`config.mk`:
```
export PLATFORM = sky130hd
export DESIGN_NAME = keypad_scanner
export DESIGN_NICKNAME = d
export VERILOG_FILES = /design/src/rtl/keypad_scanner.sv
export SDC_FILE = /design/constraint.sdc
export NUM_CORES = 1
export LEC_CHECK = 0
export CAP_MARGIN = 40
export CELL_PAD_IN_SITES_DETAIL_PLACEMENT = 1
export CELL_PAD_IN_SITES_GLOBAL_PLACEMENT = 2
export CORE_UTILIZATION = 35
export CTS_CLUSTER_SIZE = 30
export DETAILED_ROUTE_END_ITERATION = 10
export PLACE_DENSITY = 0.84
export SLEW_MARGIN = 30
export SYNTH_ARGS = -nofsm -noshare
export SYNTH_HDL_FRONTEND = slang
export SYNTH_SLANG_ARGS = --single-unit
```
`constraint.sdc`:
```
create_clock -name clock -period 3.2 [get_ports clock]
set_input_delay 0.64 -clock clock [delete_from_list [all_inputs] [get_ports clock]]
set_output_delay 0.64 -clock clock [all_outputs]
set_load 0.05 [all_outputs]
```
`src/rtl/keypad_scanner.sv`:
```
// Matrix keypad front end: drives column strobes, debounces whole scan frames,
// rejects multi-key patterns and queues press/repeat events in a one-deep valid/ready register.
module keypad_scanner #(
    parameter int unsigned ROWS            = 4,
    parameter int unsigned COLS            = 4,
    parameter int unsigned SCAN_DIV        = 4,
    parameter int unsigned DEBOUNCE_FRAMES = 3,
    parameter int unsigned REPEAT_EN       = 0,
    parameter int unsigned REPEAT_DELAY    = 8,
    parameter int unsigned REPEAT_RATE     = 4,
    localparam int unsigned CODE_W         = $clog2(ROWS * COLS)
) (
    input  logic              clock,
    input  logic              reset,
    input  logic [ROWS-1:0]   row_n,
    output logic [COLS-1:0]   col_n,
    output logic [CODE_W-1:0] key_code,
    output logic              key_rep,
    output logic              key_valid,
    input  logic              key_ready,
    output logic              key_held,
    output logic              overflow
);

    localparam int unsigned DIV_W = $clog2(SCAN_DIV);
    localparam int unsigned COL_W = $clog2(COLS);
    localparam int unsigned ROW_W = $clog2(ROWS);
    localparam int unsigned DEB_W = $clog2(DEBOUNCE_FRAMES + 1);
    localparam int unsigned RMAX  = (REPEAT_DELAY > REPEAT_RATE) ? REPEAT_DELAY : REPEAT_RATE;
    localparam int unsigned TMR_W = $clog2(RMAX + 1);

    typedef enum logic [1:0] {
        RES_NONE   = 2'd0,
        RES_SINGLE = 2'd1,
        RES_MULTI  = 2'd2
    } res_e;

    logic [ROWS-1:0]   row_s1_q, row_s2_q;
    logic [DIV_W-1:0]  div_q, div_d;
    logic [COL_W-1:0]  col_q, col_d;
    logic [COLS-1:0]   col_n_q, col_n_d;
    logic              acc_hit_q, acc_hit_d, acc_multi_q, acc_multi_d;
    logic [CODE_W-1:0] acc_code_q, acc_code_d;
    logic              frame_end_q, frame_end_d;
    logic              frm_stb_q, frm_stb_d;
    res_e              frm_kind_q, frm_kind_d;
    logic [CODE_W-1:0] frm_code_q, frm_code_d;
    res_e              cand_kind_q, cand_kind_d;
    logic [CODE_W-1:0] cand_code_q, cand_code_d;
    logic [DEB_W-1:0]  deb_cnt_q, deb_cnt_d;
    res_e              stab_kind_q, stab_kind_d;
    logic [CODE_W-1:0] stab_code_q, stab_code_d;
    logic [TMR_W-1:0]  tmr_q, tmr_d;
    logic              held_q, held_d;
    logic              kv_q, kv_d, krep_q, krep_d, ovf_q, ovf_d;
    logic [CODE_W-1:0] kcode_q, kcode_d;

    logic              div_last, col_last;
    logic              smp_seen, smp_multi;
    logic [ROW_W-1:0]  smp_row;
    logic [CODE_W-1:0] smp_code;
    logic              same, accept, ev, ev_rep;
    logic [CODE_W-1:0] ev_code;

    always_ff @(posedge clock) begin
        if (reset) begin
            row_s1_q    <= '1;
            row_s2_q    <= '1;
            div_q       <= '0;
            col_q       <= '0;
            col_n_q     <= ~COLS'(1);
            acc_hit_q   <= 1'b0;
            acc_multi_q <= 1'b0;
            acc_code_q  <= '0;
            frame_end_q <= 1'b0;
            frm_stb_q   <= 1'b0;
            frm_kind_q  <= RES_NONE;
            frm_code_q  <= '0;
            cand_kind_q <= RES_NONE;
            cand_code_q <= '0;
            deb_cnt_q   <= '0;
            stab_kind_q <= RES_NONE;
            stab_code_q <= '0;
            tmr_q       <= '0;
            held_q      <= 1'b0;
            kv_q        <= 1'b0;
            kcode_q     <= '0;
            krep_q      <= 1'b0;
            ovf_q       <= 1'b0;
        end else begin
            row_s1_q    <= row_n;
            row_s2_q    <= row_s1_q;
            div_q       <= div_d;
            col_q       <= col_d;
            col_n_q     <= col_n_d;
            acc_hit_q   <= acc_hit_d;
            acc_multi_q <= acc_multi_d;
            acc_code_q  <= acc_code_d;
            frame_end_q <= frame_end_d;
            frm_stb_q   <= frm_stb_d;
            frm_kind_q  <= frm_kind_d;
            frm_code_q  <= frm_code_d;
            cand_kind_q <= cand_kind_d;
            cand_code_q <= cand_code_d;
            deb_cnt_q   <= deb_cnt_d;
            stab_kind_q <= stab_kind_d;
            stab_code_q <= stab_code_d;
            tmr_q       <= tmr_d;
            held_q      <= held_d;
            kv_q        <= kv_d;
            kcode_q     <= kcode_d;
            krep_q      <= krep_d;
            ovf_q       <= ovf_d;
        end
    end

    // Classify the synchronised rows of the current column: none, one, or several low.
    always_comb begin
        smp_seen  = 1'b0;
        smp_multi = 1'b0;
        smp_row   = '0;
        for (int r = 0; r < ROWS; r++) begin
            if (!row_s2_q[r]) begin
                if (smp_seen) smp_multi = 1'b1;
                smp_seen = 1'b1;
                smp_row  = ROW_W'(r);
            end
        end
    end

    assign smp_code = CODE_W'(32'(smp_row) * COLS + 32'(col_q));

    // Column scan and per-frame hit accumulation; the frame result is latched one clock after the last sample.
    always_comb begin
        div_last    = (div_q == DIV_W'(SCAN_DIV - 1));
        col_last    = (col_q == COL_W'(COLS - 1));
        div_d       = div_last ? '0 : div_q + DIV_W'(1);
        col_d       = col_q;
        if (div_last) col_d = col_last ? '0 : col_q + COL_W'(1);
        col_n_d     = ~(COLS'(1) << col_d);
        acc_hit_d   = acc_hit_q;
        acc_multi_d = acc_multi_q;
        acc_code_d  = acc_code_q;
        frame_end_d = div_last && col_last;
        frm_stb_d   = frame_end_q;
        frm_kind_d  = frm_kind_q;
        frm_code_d  = frm_code_q;
        if (frame_end_q) begin
            frm_kind_d  = acc_multi_q ? RES_MULTI : (acc_hit_q ? RES_SINGLE : RES_NONE);
            frm_code_d  = acc_code_q;
            acc_hit_d   = 1'b0;
            acc_multi_d = 1'b0;
            acc_code_d  = '0;
        end
        if (div_last) begin
            if (smp_multi || (smp_seen && acc_hit_q)) begin
                acc_multi_d = 1'b1;
            end else if (smp_seen) begin
                acc_hit_d  = 1'b1;
                acc_code_d = smp_code;
            end
        end
    end

    // Frame debounce, stable-state transitions and the typematic countdown (frozen while candidate is MULTI).
    always_comb begin
        cand_kind_d = cand_kind_q;
        cand_code_d = cand_code_q;
        deb_cnt_d   = deb_cnt_q;
        stab_kind_d = stab_kind_q;
        stab_code_d = stab_code_q;
        tmr_d       = tmr_q;
        same        = 1'b0;
        accept      = 1'b0;
        ev          = 1'b0;
        ev_code     = stab_code_q;
        ev_rep      = 1'b0;
        if (frm_stb_q) begin
            same = (frm_kind_q == cand_kind_q) &&
                   ((frm_kind_q != RES_SINGLE) || (frm_code_q == cand_code_q));
            if (same) begin
                if (deb_cnt_q < DEB_W'(DEBOUNCE_FRAMES)) deb_cnt_d = deb_cnt_q + DEB_W'(1);
            end else begin
                cand_kind_d = frm_kind_q;
                cand_code_d = frm_code_q;
                deb_cnt_d   = DEB_W'(1);
            end
            accept = (deb_cnt_d == DEB_W'(DEBOUNCE_FRAMES));
            if (cand_kind_d != RES_MULTI) begin
                if (accept && (cand_kind_d == RES_SINGLE) &&
                    ((stab_kind_q != RES_SINGLE) || (stab_code_q != cand_code_d))) begin
                    stab_kind_d = RES_SINGLE;
                    stab_code_d = cand_code_d;
                    tmr_d       = TMR_W'(REPEAT_DELAY);
                    ev          = 1'b1;
                    ev_code     = cand_code_d;
                end else if (accept && (cand_kind_d == RES_NONE)) begin
                    stab_kind_d = RES_NONE;
                    tmr_d       = '0;
                end else if ((REPEAT_EN != 0) && (stab_kind_q == RES_SINGLE)) begin
                    if (tmr_q <= TMR_W'(1)) begin
                        ev      = 1'b1;
                        ev_rep  = 1'b1;
                        tmr_d   = TMR_W'(REPEAT_RATE);
                    end else begin
                        tmr_d   = tmr_q - TMR_W'(1);
                    end
                end
            end
        end
        held_d = (stab_kind_d == RES_SINGLE);
    end

    // One-deep event register; an event meeting a stalled full register is dropped and flagged.
    always_comb begin
        kv_d    = kv_q;
        kcode_d = kcode_q;
        krep_d  = krep_q;
        ovf_d   = ovf_q;
        if (ev) begin
            if (!kv_q || key_ready) begin
                kv_d    = 1'b1;
                kcode_d = ev_code;
                krep_d  = ev_rep;
            end else begin
                ovf_d   = 1'b1;
            end
        end else if (kv_q && key_ready) begin
            kv_d = 1'b0;
        end
    end

    assign col_n     = col_n_q;
    assign key_code  = kcode_q;
    assign key_rep   = krep_q;
    assign key_valid = kv_q;
    assign key_held  = held_q;
    assign overflow  = ovf_q;

endmodule

```
==> results of run 1 <==
## final timing paths
| path | end | cells past startpoint | from | slack, ps |
|---|---|---|---|---|
| min reg2reg | row_s2_q[2]$_SDFF_PP1_ | 1 | row_s1_q[2]$_SDFF_PP1_ | 420 |
| max | stab_kind_q[1]$_SDFF_PP0_ | 6 | cand_kind_q[1]$_SDFFE_PP0P_ | 560 |
| min | row_s2_q[2]$_SDFF_PP1_ | 1 | row_s1_q[2]$_SDFF_PP1_ | 420 |
| max reg2reg | stab_kind_q[1]$_SDFF_PP0_ | 6 | cand_kind_q[1]$_SDFFE_PP0P_ | 560 |
## cell usage after synthesis (3+ instances only)
library cell and count:
mux2i_1 18, nor4_1 3, inv_1 9, buf_2 6
clkbuf_1 12, nand2b_1 10, nor2b_1 16, a21oi_1 21
o211ai_1 3, xnor2_1 6, or2_2 8, nand3b_1 4
o21ai_0 7, a2bb2oi_1 3, or3_1 5, dfxtp_1 51
nand3_1 10, nor2_1 25, nand2_1 14, nor3_1 7
## report_power, final
group / switching [mW] / internal [mW] / total, mW
Sequential: 0.00723 / 0.646 / 0.653
Clock: 0.216 / 0.237 / 0.452
Combinational: 0.0353 / 0.0272 / 0.0625
## sequential cells by signal, summed over array words and instances (netlist names)
signal,count
row_s2_q,4
frm_code_q,4
col_q,2
frm_kind_q,2
acc_hit_q,1
cand_code_q,4
div_q,2
stab_code_q,4
col_n,4
deb_cnt_q,2
stab_kind_q,2
row_s1_q,4
key_held,1
key_code,4
frm_stb_q,1
cand_kind_q,2
overflow,1
acc_multi_q,1
key_valid,1
frame_end_q,1
acc_code_q,4
## logic make-up after synthesis
group | count (synthesis)
compound gates | 53
xor+xnor | 7
fa+ha+maj | 3
buf+inv | 30
flops | 51
mux | 20
other cells | 1
simple gates | 112
## through the flow
step           std cells  hold WS [ps]
3_5_place_dp         355           397
4_1_cts              363           422
6_report             363           419
5_1_grt              363           437
2_1_floorplan        277           389
3_3_place_gp         353           392
## cell usage in the layout, fill, tap and decap left out, types with 3 or more instances in the layout
| master | Yosys | final |
|---|---|---|
| o211ai_1 | 3 | 3 |
| nor3_1 | 7 | 7 |
| nor2_1 | 25 | 25 |
| buf_4 | 1 | 3 |
| a2bb2oi_1 | 3 | 3 |
| o21ai_0 | 7 | 7 |
| inv_1 | 9 | 9 |
| mux2i_1 | 18 | 18 |
| or2_2 | 8 | 8 |
| or3_1 | 5 | 5 |
| a21oi_1 | 21 | 21 |
| nand2b_1 | 10 | 10 |
| nor2b_1 | 16 | 16 |
| xnor2_1 | 6 | 6 |
| nand2_1 | 14 | 14 |
| nand3b_1 | 4 | 4 |
| clkdlybuf4s50_1 | 0 | 16 |
| dfxtp_1 | 51 | 51 |
| clkbuf_8 | 0 | 5 |
| nand3_1 | 10 | 10 |
| nor4_1 | 3 | 3 |
## worst register-to-register path, cell delays in order, from the launching register on
cell and delay [ps]:
dfxtp_1 760, nor4_1 170, o21ai_0 190, o21ai_0 100, a2111o_1 450, o41ai_1 660, and3_1 250
## cell type report
type	instances	area share
Multi-Input combinational cell	196	0.462
Sequential cell	51	0.370
Timing Repair Buffer	22	0.0799
Tap cell	77	0.0349
Clock buffer	6	0.0263
Clock inverter	2	0.0141
Inverter	9	0.0123
## layer usage
layer  global-route usage  vias to the layer above  part of all wire
li1                     -                      969                 -
met1                0.219                      947              0.48
met2                0.278                       32              0.48
met3               0.0302                       11             0.023
met4               0.0424                        0             0.014
met5                    0                        -                 0
==> summary.txt, run 1 <==
Status
  • Outcome: complete, no violations

Worst setup path
  • Largest fanout on the critical path: 22
  • CP Capture Type: flip-flop
  • CP Launch Type: flip-flop
  • Required time worst endpoint: 3440 ps
  • Critical path class: reg -> reg
  • Crit path largest cell delay: 760 ps
  • CP dominant cell by count: o21ai_0
  • CP top delay family: compound AO/OA/AOI/OAI gates
  • Crit-path slowest cell: dfxtp_1
  • Data arrival, critical path: between 2000 and 3000 ps
  • CP Cell Sequence: nor4_1 -> o21ai_0 -> o21ai_0 -> a2111o_1 -> o41ai_1 -> and3_1
  • WP buf/inv: 0

Timing
  • Clk_skew: roughly 6.7 ps
  • Post-route setup slack: about 560 ps
  • Setup TNS: 0 ps
  • Final number of max-transition violations: 0
  • F_max: 379 MHz
  • Worst slew pin tran: 658 ps
  • RSZ-0062 raised after global routing: no
  • Final setup fails: 0
  • Final Hold Viols: 0
  • Max-slew headroom: 0.556
  • Min cycle time layout: 2640 ps
  • Tcrit/Tclk final: 0.824

Job
  • Max-cap viol count: 0

Final layout
  • Storage cell area: around 1000 µm²
  • # diodes: 0
  • Final Core Density: 0.422
  • Layout area overhead: 13.6%
  • Post-route cell area: 2760 µm²
  • NumNets Final: 294
  • Layout cells sized above 1: 0.0944
  • Area occupied by multi-input gates: 1270 µm²
  • Fillers: 774

Clocking
  • Clock sinks: between 50 and 60
  • Worst-path clk slew: 100 ps
  • Cts bufs inserted: 5
  • Clk_lat worst skew: 300 ps
  • Root Driver: clkbuf_8
  • H-tree levels: 2
  • Post-CTS Resized: 0
  • Clock tree buffer depth: 2
  • CTS tree: done
  • CTS Hold Buffers Added: 0
  • Post-CTS Setup Inserts: 0

Floorplan
  • Site Rows: 29
  • DIE AREA: 7270 µm²
  • CORE AREA: 6530 µm²
  • Initial Util: 0.372
  • IO Pins: 19
  • DIE WIDTH: 85.3 µm
  • Die height: 85.3 µm

Yosys
  • Synth Area in Compound Gates: 0.148
  • Netlist Area Pre-Place: 2430 µm²
  • Synth Warn #: 0
  • Syn Area/Cell: 8.76 µm²
  • Synth area leader: dfxtp_1
  • Mapped Cells: approximately 280
  • Synth cell types: 49
  • Synth top area share: 0.421
  • Most used DFF post-synth: dfxtp_1
  • Mux cell area share after synthesis: 0.0866
  • Adder-Cell Fraction of Synth Area: 0.0144
  • Flops & latches, synth: 51
  • Sequential element share of the synthesized area: 0.421
  • Syn_nets: 286
  • Number of flops mapped to enable cells by yosys: 0
  • Main combinational cell family by area after synthesis: simple AND/OR/NAND/NOR gates
  • Post-synth ARST share: 0
  • Xor and xnor area share after synthesis: 0.0284
  • Synth top area cells: dfxtp_1 (42%), mux2i_1 (7.4%), a21oi_1 (4.3%), nor2b_1 (4.1%), nor2_1 (3.9%)
  • Synth Area in Simple Gates: 0.246

Min path
  • Hold Path Class: reg -> reg

Pwr
  • Cell area power density: 424 nW/µm²
  • VDD IR max: roughly 240 µV
  • Total Power: 1.17 mW
  • LEAKAGE: 1.00 nW

Global route
  • Antenna violations before repair: 0
  • First-pass GRT wire length: between 9000 and 10,000 µm
  • Largest net degree at the start of global routing: 36
  • Number of global-route vias before repair: 1,885
  • GRT overflow: 0
  • Total track usage: 0.165

Route
  • Vias: 1,959
  • First-pass DRT Iterations: 4
  • Routed Antenna Nets: 0
  • Vias/cell: 5.40
  • DRC violations left: 0
  • WL per Instance: 15.5 µm
  • Initial DRC Count: 86
  • Routed wire length: 5620 µm

Place
  • HPWL Detailed: 4090 µm
  • Routability cong.: 0.800
  • Port Buffer Count: 17
  • Pre-CTS setup slack: 546 ps
  • Placed Area: about 2600 µm²
No activity file was read; power rests on OpenSTA's default activity.
==> run 2, diff against run 1 <==
==> constraint.sdc (replaced) <==
create_clock -name clock -period 2.55 [get_ports clock]
set_input_delay 0.51 -clock clock [delete_from_list [all_inputs] [get_ports clock]]
set_output_delay 0.51 -clock clock [all_outputs]
set_load 0.05 [all_outputs]
==> summary.txt, run 2 (same netlist as run 1, synthesis figures left out) <==
Route
  • Initial DRC Count: 116
  • Routed Antenna Nets: 0
  • First-pass DRT Iterations: 4
  • Vias: 1,998
  • WL per Instance: between 15 and 20 µm
  • DRC violations left: 0
  • Vias/cell: 5.29
  • Routed wire length: 5920 µm

Clocking
  • Clock sinks: 51
  • CTS tree: done
  • Root Driver: clkbuf_8
  • Clk_lat worst skew: 310 ps
  • H-tree levels: 2
  • Clock tree buffer depth: 2
  • Post-CTS Setup Inserts: 0
  • Worst-path clk slew: around 100 ps
  • Cts bufs inserted: 5

Pwr
  • LEAKAGE: approximately 1.1 nW
  • Total Power: 1.48 mW
  • VDD IR max: 285 µV
  • Cell area power density: 513 nW/µm²

Timing
  • Final Hold Viols: 0
  • RSZ-0062 raised after global routing: no
  • Setup TNS: 0 ps
  • Clk_skew: 11.9 ps
  • Worst hold margin: 419 ps
  • Tcrit/Tclk final: 0.933
  • F_max: 420 MHz
  • Final number of max-transition violations: 0
  • Final setup fails: 0
  • Max-slew headroom: 0.624
  • Min cycle time layout: 2380 ps
  • Worst slew pin tran: 564 ps

Floorplan
  • CORE AREA: 6530 µm²
  • DIE WIDTH: 85.3 µm
  • Site Rows: 29
  • Die height: ~85 µm
  • DIE AREA: 7270 µm²
  • Initial Util: 0.372
  • IO Pins: 19

Worst setup path
  • WP buf/inv: 0
  • CP top delay family: compound AO/OA/AOI/OAI gates
  • Crit-path slowest cell: a2111o_1
  • CP Cell Sequence: nor2b_1 -> o41ai_2 -> nand3_1 -> a2111o_1 -> o41a_1 -> mux2_4
  • CP Launch Type: flip-flop
  • CP Capture Type: flip-flop
  • Data arrival, critical path: 2590 ps
  • Largest fanout on the critical path: 6
  • Crit path largest cell delay: between 400 and 500 ps
  • Required time worst endpoint: approximately 2800 ps
  • Critical path class: reg -> reg

Place
  • HPWL Detailed: 4370 µm
  • Port Buffer Count: 17
  • Routability cong.: 0.861
  • Placed Area: 2740 µm²

Global route
  • Met3 Usage GRT: 0.0360
  • Busiest grt layer: met2
  • GR Layer Usage met2: 0.302
  • Number of global-route vias before repair: about 2,000
  • Antenna violations before repair: 0
  • Largest net degree at the start of global routing: 31
  • GRT overflow: 0
  • First-pass GRT wire length: 9980 µm
  • Total track usage: 0.177
  • Met1 track demand over resource: 0.221

Final layout
  • Layout area overhead: 18.5%
  • NumNets Final: approximately 310
  • # diodes: 0
  • Commonest cells after routing, fill and taps aside: dfxtp_1 (46), nor2_1 (25), a21oi_1 (21)
  • Post-route cell area: 2880 µm²
  • Layout cells sized above 1: 0.166
  • Leading cell type in the layout, fill and taps excluded: dfxtp_1
  • Final Core Density: 0.440

Job
  • Max-cap viol count: 0

Status
  • Outcome: complete, no violations

Min path
  • Hold Path Class: reg -> reg
## run 2: metal layers
metal | wire (µm) | share of wire
met1 | 2760 | 0.47
met2 | 2890 | 0.49
met3 | 152 | 0.026
met4 | 116 | 0.020
met5 | 0 | 0
## run 2: path summary, 6_finish.rpt
| check | start | end | slack (ps) | cells past startpoint |
|---|---|---|---|---|
| worst max-delay path | stab_code_q[2]$_SDFF_PP0_ | key_code[1]$_SDFFE_PP0P_ | 170 | 6 |
| worst min-delay path | row_s1_q[3]$_SDFF_PP1_ | row_s2_q[3]$_SDFF_PP1_ | 420 | 1 |
| worst max register to register | stab_code_q[2]$_SDFF_PP0_ | key_code[1]$_SDFFE_PP0P_ | 170 | 6 |
| worst min register to register | row_s1_q[3]$_SDFF_PP1_ | row_s2_q[3]$_SDFF_PP1_ | 420 | 1 |
## run 2: timing repair
action / 4_1_cts / 5_1_grt
endpoints found under the setup margin: 0 / 8
gates resized for setup: 0 / 7
hold buffers: 0 / 0
endpoints found under the hold margin: 0 / 0
## run 2: layout make-up
type / instances / area [µm²]
Tap cell: 77 / 96.3
Sequential cell: 51 / 1030
Inverter: 9 / 33.8
Clock buffer: 5 / 68.8
Fill cell: 790 / 3650
Timing Repair Buffer: 37 / 315
Clock inverter: 3 / 46.3
Multi-Input combinational cell: 196 / 1290
## run 2: power breakdown
part / leakage [nW] / switching (mW) / internal (mW)
Combinational: 0.604 / 0.0426 / 0.0305
Sequential: 0.416 / 0.00851 / 0.811
Clock: 0.0548 / 0.288 / 0.296
## run 2: stage by stage
stage,worst slack (ps),cells
finish,171,378
global route,48.6,378
CTS,52.6,378
detailed placement,67.3,370
global placement,46.7,370
floorplan,299,277
==> run 3, diff against run 2 <==
--- a/config.mk
+++ b/config.mk
@@ -11,7 +11,8 @@
 export CORE_UTILIZATION = 35
 export CTS_CLUSTER_SIZE = 30
 export DETAILED_ROUTE_END_ITERATION = 10
-export PLACE_DENSITY = 0.84
+export PLACE_DENSITY = 0.77
+export SKIP_LAST_GASP = 1
 export SLEW_MARGIN = 30
 export SYNTH_ARGS = -nofsm -noshare
 export SYNTH_HDL_FRONTEND = slang
==> summary.txt, run 3 (same netlist as run 1, synthesis figures left out) <==
Status
  • Outcome: complete, no violations

Timing
  • RSZ-0062 raised after global routing: no
  • Worst slew pin tran: 667 ps
  • Min cycle time layout: 2460 ps
  • Setup TNS: 0 ps
  • Tcrit/Tclk final: 0.963
  • Final setup fails: 0
  • Max-slew headroom: 0.552
  • Worst hold margin: 421 ps
  • Final Hold Viols: 0
  • F_max: 407 MHz
  • Post-route setup slack: between 90 and 100 ps
  • Final number of max-transition violations: 0
  • Clk_skew: 6.83 ps

Worst setup path
  • Beginning of the worst register-to-register path: frm_code_q[2]$_SDFFE_PP0P_
  • CP Cell Sequence: nor2b_1 -> o41ai_2 -> nand3_1 -> a2111o_1 -> o41a_1 -> mux2_4
  • Critical path class: reg -> reg
  • Largest fanout on the critical path: 6
  • CP Launch Point: frm_code_q[2]$_SDFFE_PP0P_
  • Crit path largest cell delay: 500 ps
  • CP top delay family: compound AO/OA/AOI/OAI gates
  • Data arrival, critical path: 2660 ps
  • Reg2reg end: key_code[2]$_SDFFE_PP0P_
  • CP Launch Type: flip-flop
  • WP buf/inv: 0
  • R2R depth: 6
  • CP Capture Type: flip-flop
  • CP Depth: 6
  • R2R Setup Slk: 90 ps
  • Required time worst endpoint: 2760 ps
  • Crit-path slowest cell: o41a_1
  • Critical path endpoint: key_code[2]$_SDFFE_PP0P_

Clocking
  • CTS Hold Buffers Added: 0
  • Clock tree buffer depth: 2
  • Post-CTS Setup Inserts: 0
  • Cts bufs inserted: 5
  • Worst-path clk slew: 100 ps
  • Clk_lat worst skew: 310 ps
  • CTS tree: done
  • H-tree levels: 2
  • Root Driver: clkbuf_8
  • Clock sinks: 51

Place
  • Placed Area: roughly 2700 µm²
  • Dpl cells: about 370
  • Routability cong.: 0.808
  • Port Buffer Count: 17
  • HPWL Detailed: 4190 µm
  • Pre-CTS setup slack: ~95 ps

Global route
  • Number of global-route vias before repair: 1,985
  • GR Layer Usage met2: 0.279
  • Total track usage: 0.173
  • First-pass GRT wire length: 9850 µm
  • Met1 track demand over resource: 0.234
  • GRT overflow: 0
  • Busiest grt layer: met2
  • Met3 Usage GRT: 0.0350
  • Largest net degree at the start of global routing: 37
  • Antenna violations before repair: 0

Route
  • First-pass DRT Iterations: 4
  • Routed Antenna Nets: 0
  • WL per Instance: between 15 and 20 µm
  • Vias: 2,004
  • DRC violations left: 0
  • Initial DRC Count: between 100 and 150
  • Vias/cell: 5.36
  • Routed wire length: 5660 µm

Final layout
  • Layout area overhead: 15.9%
  • Final Core Density: 0.431
  • Leading cell type in the layout, fill and taps excluded: dfxtp_1
  • # diodes: 0
  • Fin cells: 374
  • Fillers: 786
  • Post-route cell area: 2810 µm²
  • NumNets Final: 305
  • Layout cells sized above 1: 0.135
  • Commonest cells after routing, fill and taps aside: dfxtp_1 (50), nor2_1 (25), a21oi_1 (21)

Min path
  • Hold path depth: 1
  • Hold Path Class: reg -> reg

Floorplan
  • IO Pins: 19
  • CORE AREA: 6530 µm²
  • Initial Util: 0.372
  • DIE AREA: around 7300 µm²
  • Die height: between 80 and 90 µm
  • Site Rows: 29
  • DIE WIDTH: ~85 µm

Pwr
  • VDD IR max: 323 µV
  • LEAKAGE: 1.05 nW
  • Total Power: ~1.4 mW
  • Cell area power density: 494 nW/µm²

Job
  • Max-cap viol count: 0
==> run 3: cell count changes in the layout (fill, tap and decap cells not counted), sizes merged <==
| cell | before | now |
|---|---|---|
| buf | 21 | 16 |
| bufinv | 1 | 0 |
| clkbuf | 5 | 6 |
| clkdlybuf4s15 | 0 | 1 |
| clkinv | 0 | 1 |
| clkinvlp | 1 | 0 |
==> run 3: routing by layer <==
metal	part of all wire	wire (µm)	up-vias
met2	0.47	2670	21
met4	0.018	101	0
met3	0.020	114	7
met1	0.49	2770	978
met5	0	0	-
li1	-	-	998
==> run 3: how the worst min path moves through the flow <==
| stage | startpoint | to | slack, ps |
|---|---|---|---|
| after global routing | row_s1_q[3]$_SDFF_PP1_ | row_s2_q[3]$_SDFF_PP1_ | 430 |
| after CTS | row_s1_q[0]$_SDFF_PP1_ | row_s2_q[0]$_SDFF_PP1_ | 430 |
| after detailed placement | row_s1_q[2]$_SDFF_PP1_ | row_s2_q[2]$_SDFF_PP1_ | 400 |
| after global placement | row_s1_q[0]$_SDFF_PP1_ | row_s2_q[0]$_SDFF_PP1_ | 390 |
| final | row_s1_q[2]$_SDFF_PP1_ | row_s2_q[2]$_SDFF_PP1_ | 420 |
| after floorplan | row_s1_q[0]$_SDFF_PP1_ | row_s2_q[0]$_SDFF_PP1_ | 390 |
==> run 3: where the power goes <==
group | internal, mW | switching [mW] | leakage (nW)
clock | 0.222 | 0.275 | 0.0516
sequential | 0.811 | 0.00864 | 0.414
combinational | 0.0306 | 0.0426 | 0.582
==> run 3: final cells by class <==
| type | count | area, µm² | share of cell area |
|---|---|---|---|
| multi-input combinational | 196 | 1270 | 0.453 |
| tap | 77 | 96.3 | 0.0343 |
| timing repair buffer | 33 | 289 | 0.103 |
| clock buffer | 6 | 82.6 | 0.0294 |
| clock inverter | 2 | 13.8 | 0.00489 |
| inverter | 9 | 33.8 | 0.0120 |
| sequential | 51 | 1020 | 0.363 |
==> run 3: what timing repair did <==
| action | 4_1_cts | 5_1_grt |
|---|---|---|
| gates resized for setup | 0 | 1 |
| endpoints found under the hold margin | 0 | 0 |
| endpoints found under the setup margin | 0 | 5 |
==> RTL change (settings of run 1) <==
`REPEAT_EN`: 0 -> 1.
--- a/src/rtl/keypad_scanner.sv
+++ b/src/rtl/keypad_scanner.sv
@@ -6,5 +6,5 @@
     parameter int unsigned SCAN_DIV        = 4,
     parameter int unsigned DEBOUNCE_FRAMES = 3,
-    parameter int unsigned REPEAT_EN       = 0,
+    parameter int unsigned REPEAT_EN       = 1,
     parameter int unsigned REPEAT_DELAY    = 8,
     parameter int unsigned REPEAT_RATE     = 4,
Check against the original RTL: no difference found for any inputs over 10 cycles, from zero or initial values and one cycle with reset high; that may be too few to reach the edited logic, so the function may still have changed.
==> RTL change against run 1 <==
Sequential power up 9.6%. Wire length grew 9.1%. Combinational power is 7.4% lower. Largest cell class unchanged. Clock skew grew 0.0048 ns. Setup slack got worse by 0.27 ns. Power increased by 2.2%. Critical endpoint is now tmr_q[1]$_SDFFE_PP0P_. Area after synthesis is 15% higher. Sequential cell count increased by 5. Highest routed layer unchanged. Design area grew 14%.
==> RTL change: results (changes against run 1) <==
Run status
  • Outcome: finished clean

Critical path
  • Reg-to-reg critical path startpoint: cand_kind_q[0]$_SDFFE_PP0P_
  • Crit path arrival time: 3.18 ns (+0.30 ns)
  • R2R Setup Slk: 0.29 ns (-0.27 ns)
  • CP Max Fanout: 10 (-55%)
  • RR Endpoint: tmr_q[1]$_SDFFE_PP0P_
  • Reg2reg path depth: 7 (+1)
  • CP max stage cell: or4_1

Placement
  • Gpl congestion: 0.7824 (-2.1%)
  • Placed Instances: 425 (+20%)
  • DP Area: 3055 sq um (+15%)
  • PortBufs: 18 (+1)
  • Setup WS pre-CTS: 0.3006 ns (-0.2458 ns)
  • DP HPWL: 4.633 mm (+13%)

STA
  • Worst clock skew: 0.01149 ns (+0.004811 ns)
  • Hold WS: 0.4246 ns (+0.005824 ns)
  • Worst-Margin Slew: 0.6895 ns (+0.03139 ns)

Global route
  • First-pass GRT wire length: 10.82 mm (+15%)
  • Pin count of the biggest net entering global routing: 37 (+2.8%)
  • Vias in the first global route: 2269 (+20%)
  • Global Route Usage Sum: 16.02% (-0.51 points)

Detailed routing
  • Vias per inst: 5.233 (-3.0%)
  • Drt initial violations: 100 (+16%)
  • WL per Instance: 14.16 um (-8.6%)
  • Final wirelength: 6.133 mm (+9.1%)

Finish
  • Layout clock area frac: 3.095% (-0.94 points)
  • Layout non-clock buf frac: 7.460% (-0.53 points)
  • FF+latch area: 1121 sq um (+9.8%)
  • Final #Nets: 341 (+16%)
  • Layout cells sized above 1: 11.48% (+2.0 points)
  • Multi-input combinational area share: 49.13% (+2.9 points)
  • Multi-In Gates: 235 (+20%)
  • Non-clock buffer count: 26 (+18%)
  • Nonclk inv count: 6 (-3)
  • Area delta synth->final: 12.50%
  • Fillers: 912 (+18%)

Synthesis
  • Syn avg cell area: 8.786 sq um (+0.26%)
  • Top post-synthesis cells by area: dfxtp_1 40%, mux2i_1 6.4%, nor2_1 5.0%
  • Distinct cell type count after synthesis: 57 (+16%)
  • Mapped Nets: 330 (+15%)
  • YS warnings: 0 (unchanged)
  • Synth top cells by count: 56 x dfxtp_1, 37 x nor2_1, 21 x a21oi_1, 18 x mux2i_1, 18 x nand2b_1
  • Sequential area share after synthesis: 40.00% (-2.1 points)
  • Seq cells post-synth: 56 (+9.8%)

Clock network
  • Post_cts resized: 0 (unchanged)
  • CTS Root Cell: clkbuf_8
  • Total CTS buffers: 5 (unchanged)
  • Htree depth: 2 (unchanged)

Power and ir drop
  • Worst vdd ir: 212.3 uV (-9.9%)
  • Leak pwr: 1.133 nW (+13%)

Hold path
  • Hold Crit Class: reg2reg
  • Hold Path Stages: 1 (unchanged)

Floorplan
  • Die area: 8370 sq um (+15%)
-- RTL change: cell families (layout without fill, tap and decap cells) --
group,count (synthesis),in the layout,share of synthesized area [%]
buf+inv,28,40,4.732
compound gates,66,66,16.92
flops,56,56,40.00
fa+ha+maj,5,5,2.143
xor+xnor,9,9,3.081
mux,20,20,7.232
simple gates,135,135,25.89
-- RTL change: worst reg2reg max path: cells and delay by family, from the launching register on --
| family | cells | cell delay (ns) |
|---|---|---|
| flip-flops | 1 | 0.54 |
| AO/OA/AOI/OAI | 5 | 1.28 |
| XOR/XNOR | 1 | 0.29 |
| AND/OR/NAND/NOR | 1 | 0.76 |
-- RTL change: worst max-delay path by stage --
stage                                start                        to  slack (ns)
5_1_grt        cand_kind_q[0]$_SDFFE_PP0P_     tmr_q[0]$_SDFFE_PP0P_        0.05
4_1_cts        cand_kind_q[0]$_SDFFE_PP0P_     tmr_q[1]$_SDFFE_PP0P_        0.27
3_5_place_dp   cand_kind_q[0]$_SDFFE_PP0P_     tmr_q[1]$_SDFFE_PP0P_        0.30
2_1_floorplan   frm_code_q[0]$_SDFFE_PP0P_  key_code[2]$_SDFFE_PP0P_        0.49
3_3_place_gp   cand_kind_q[0]$_SDFFE_PP0P_     tmr_q[1]$_SDFFE_PP0P_        0.36
6_report       cand_kind_q[0]$_SDFFE_PP0P_     tmr_q[1]$_SDFFE_PP0P_        0.29
-- RTL change: metal layers --
layer / global-route usage (%) / share of wire, % / vias up
met2: 27.32 / 48 / 12
met5: 0 / 0 / -
li1: - / - / 1150
met1: 20.55 / 50 / 1098
met4: 4.365 / 0.99 / 0
met3: 3.015 / 1.8 / 6
-- RTL change: power breakdown --
group	internal, mW	switching, mW	total (mW)
clock	0.166	0.254	0.420
combinational	0.0240	0.0339	0.0579
sequential	0.709	0.00743	0.716
total	0.899	0.295	1.19
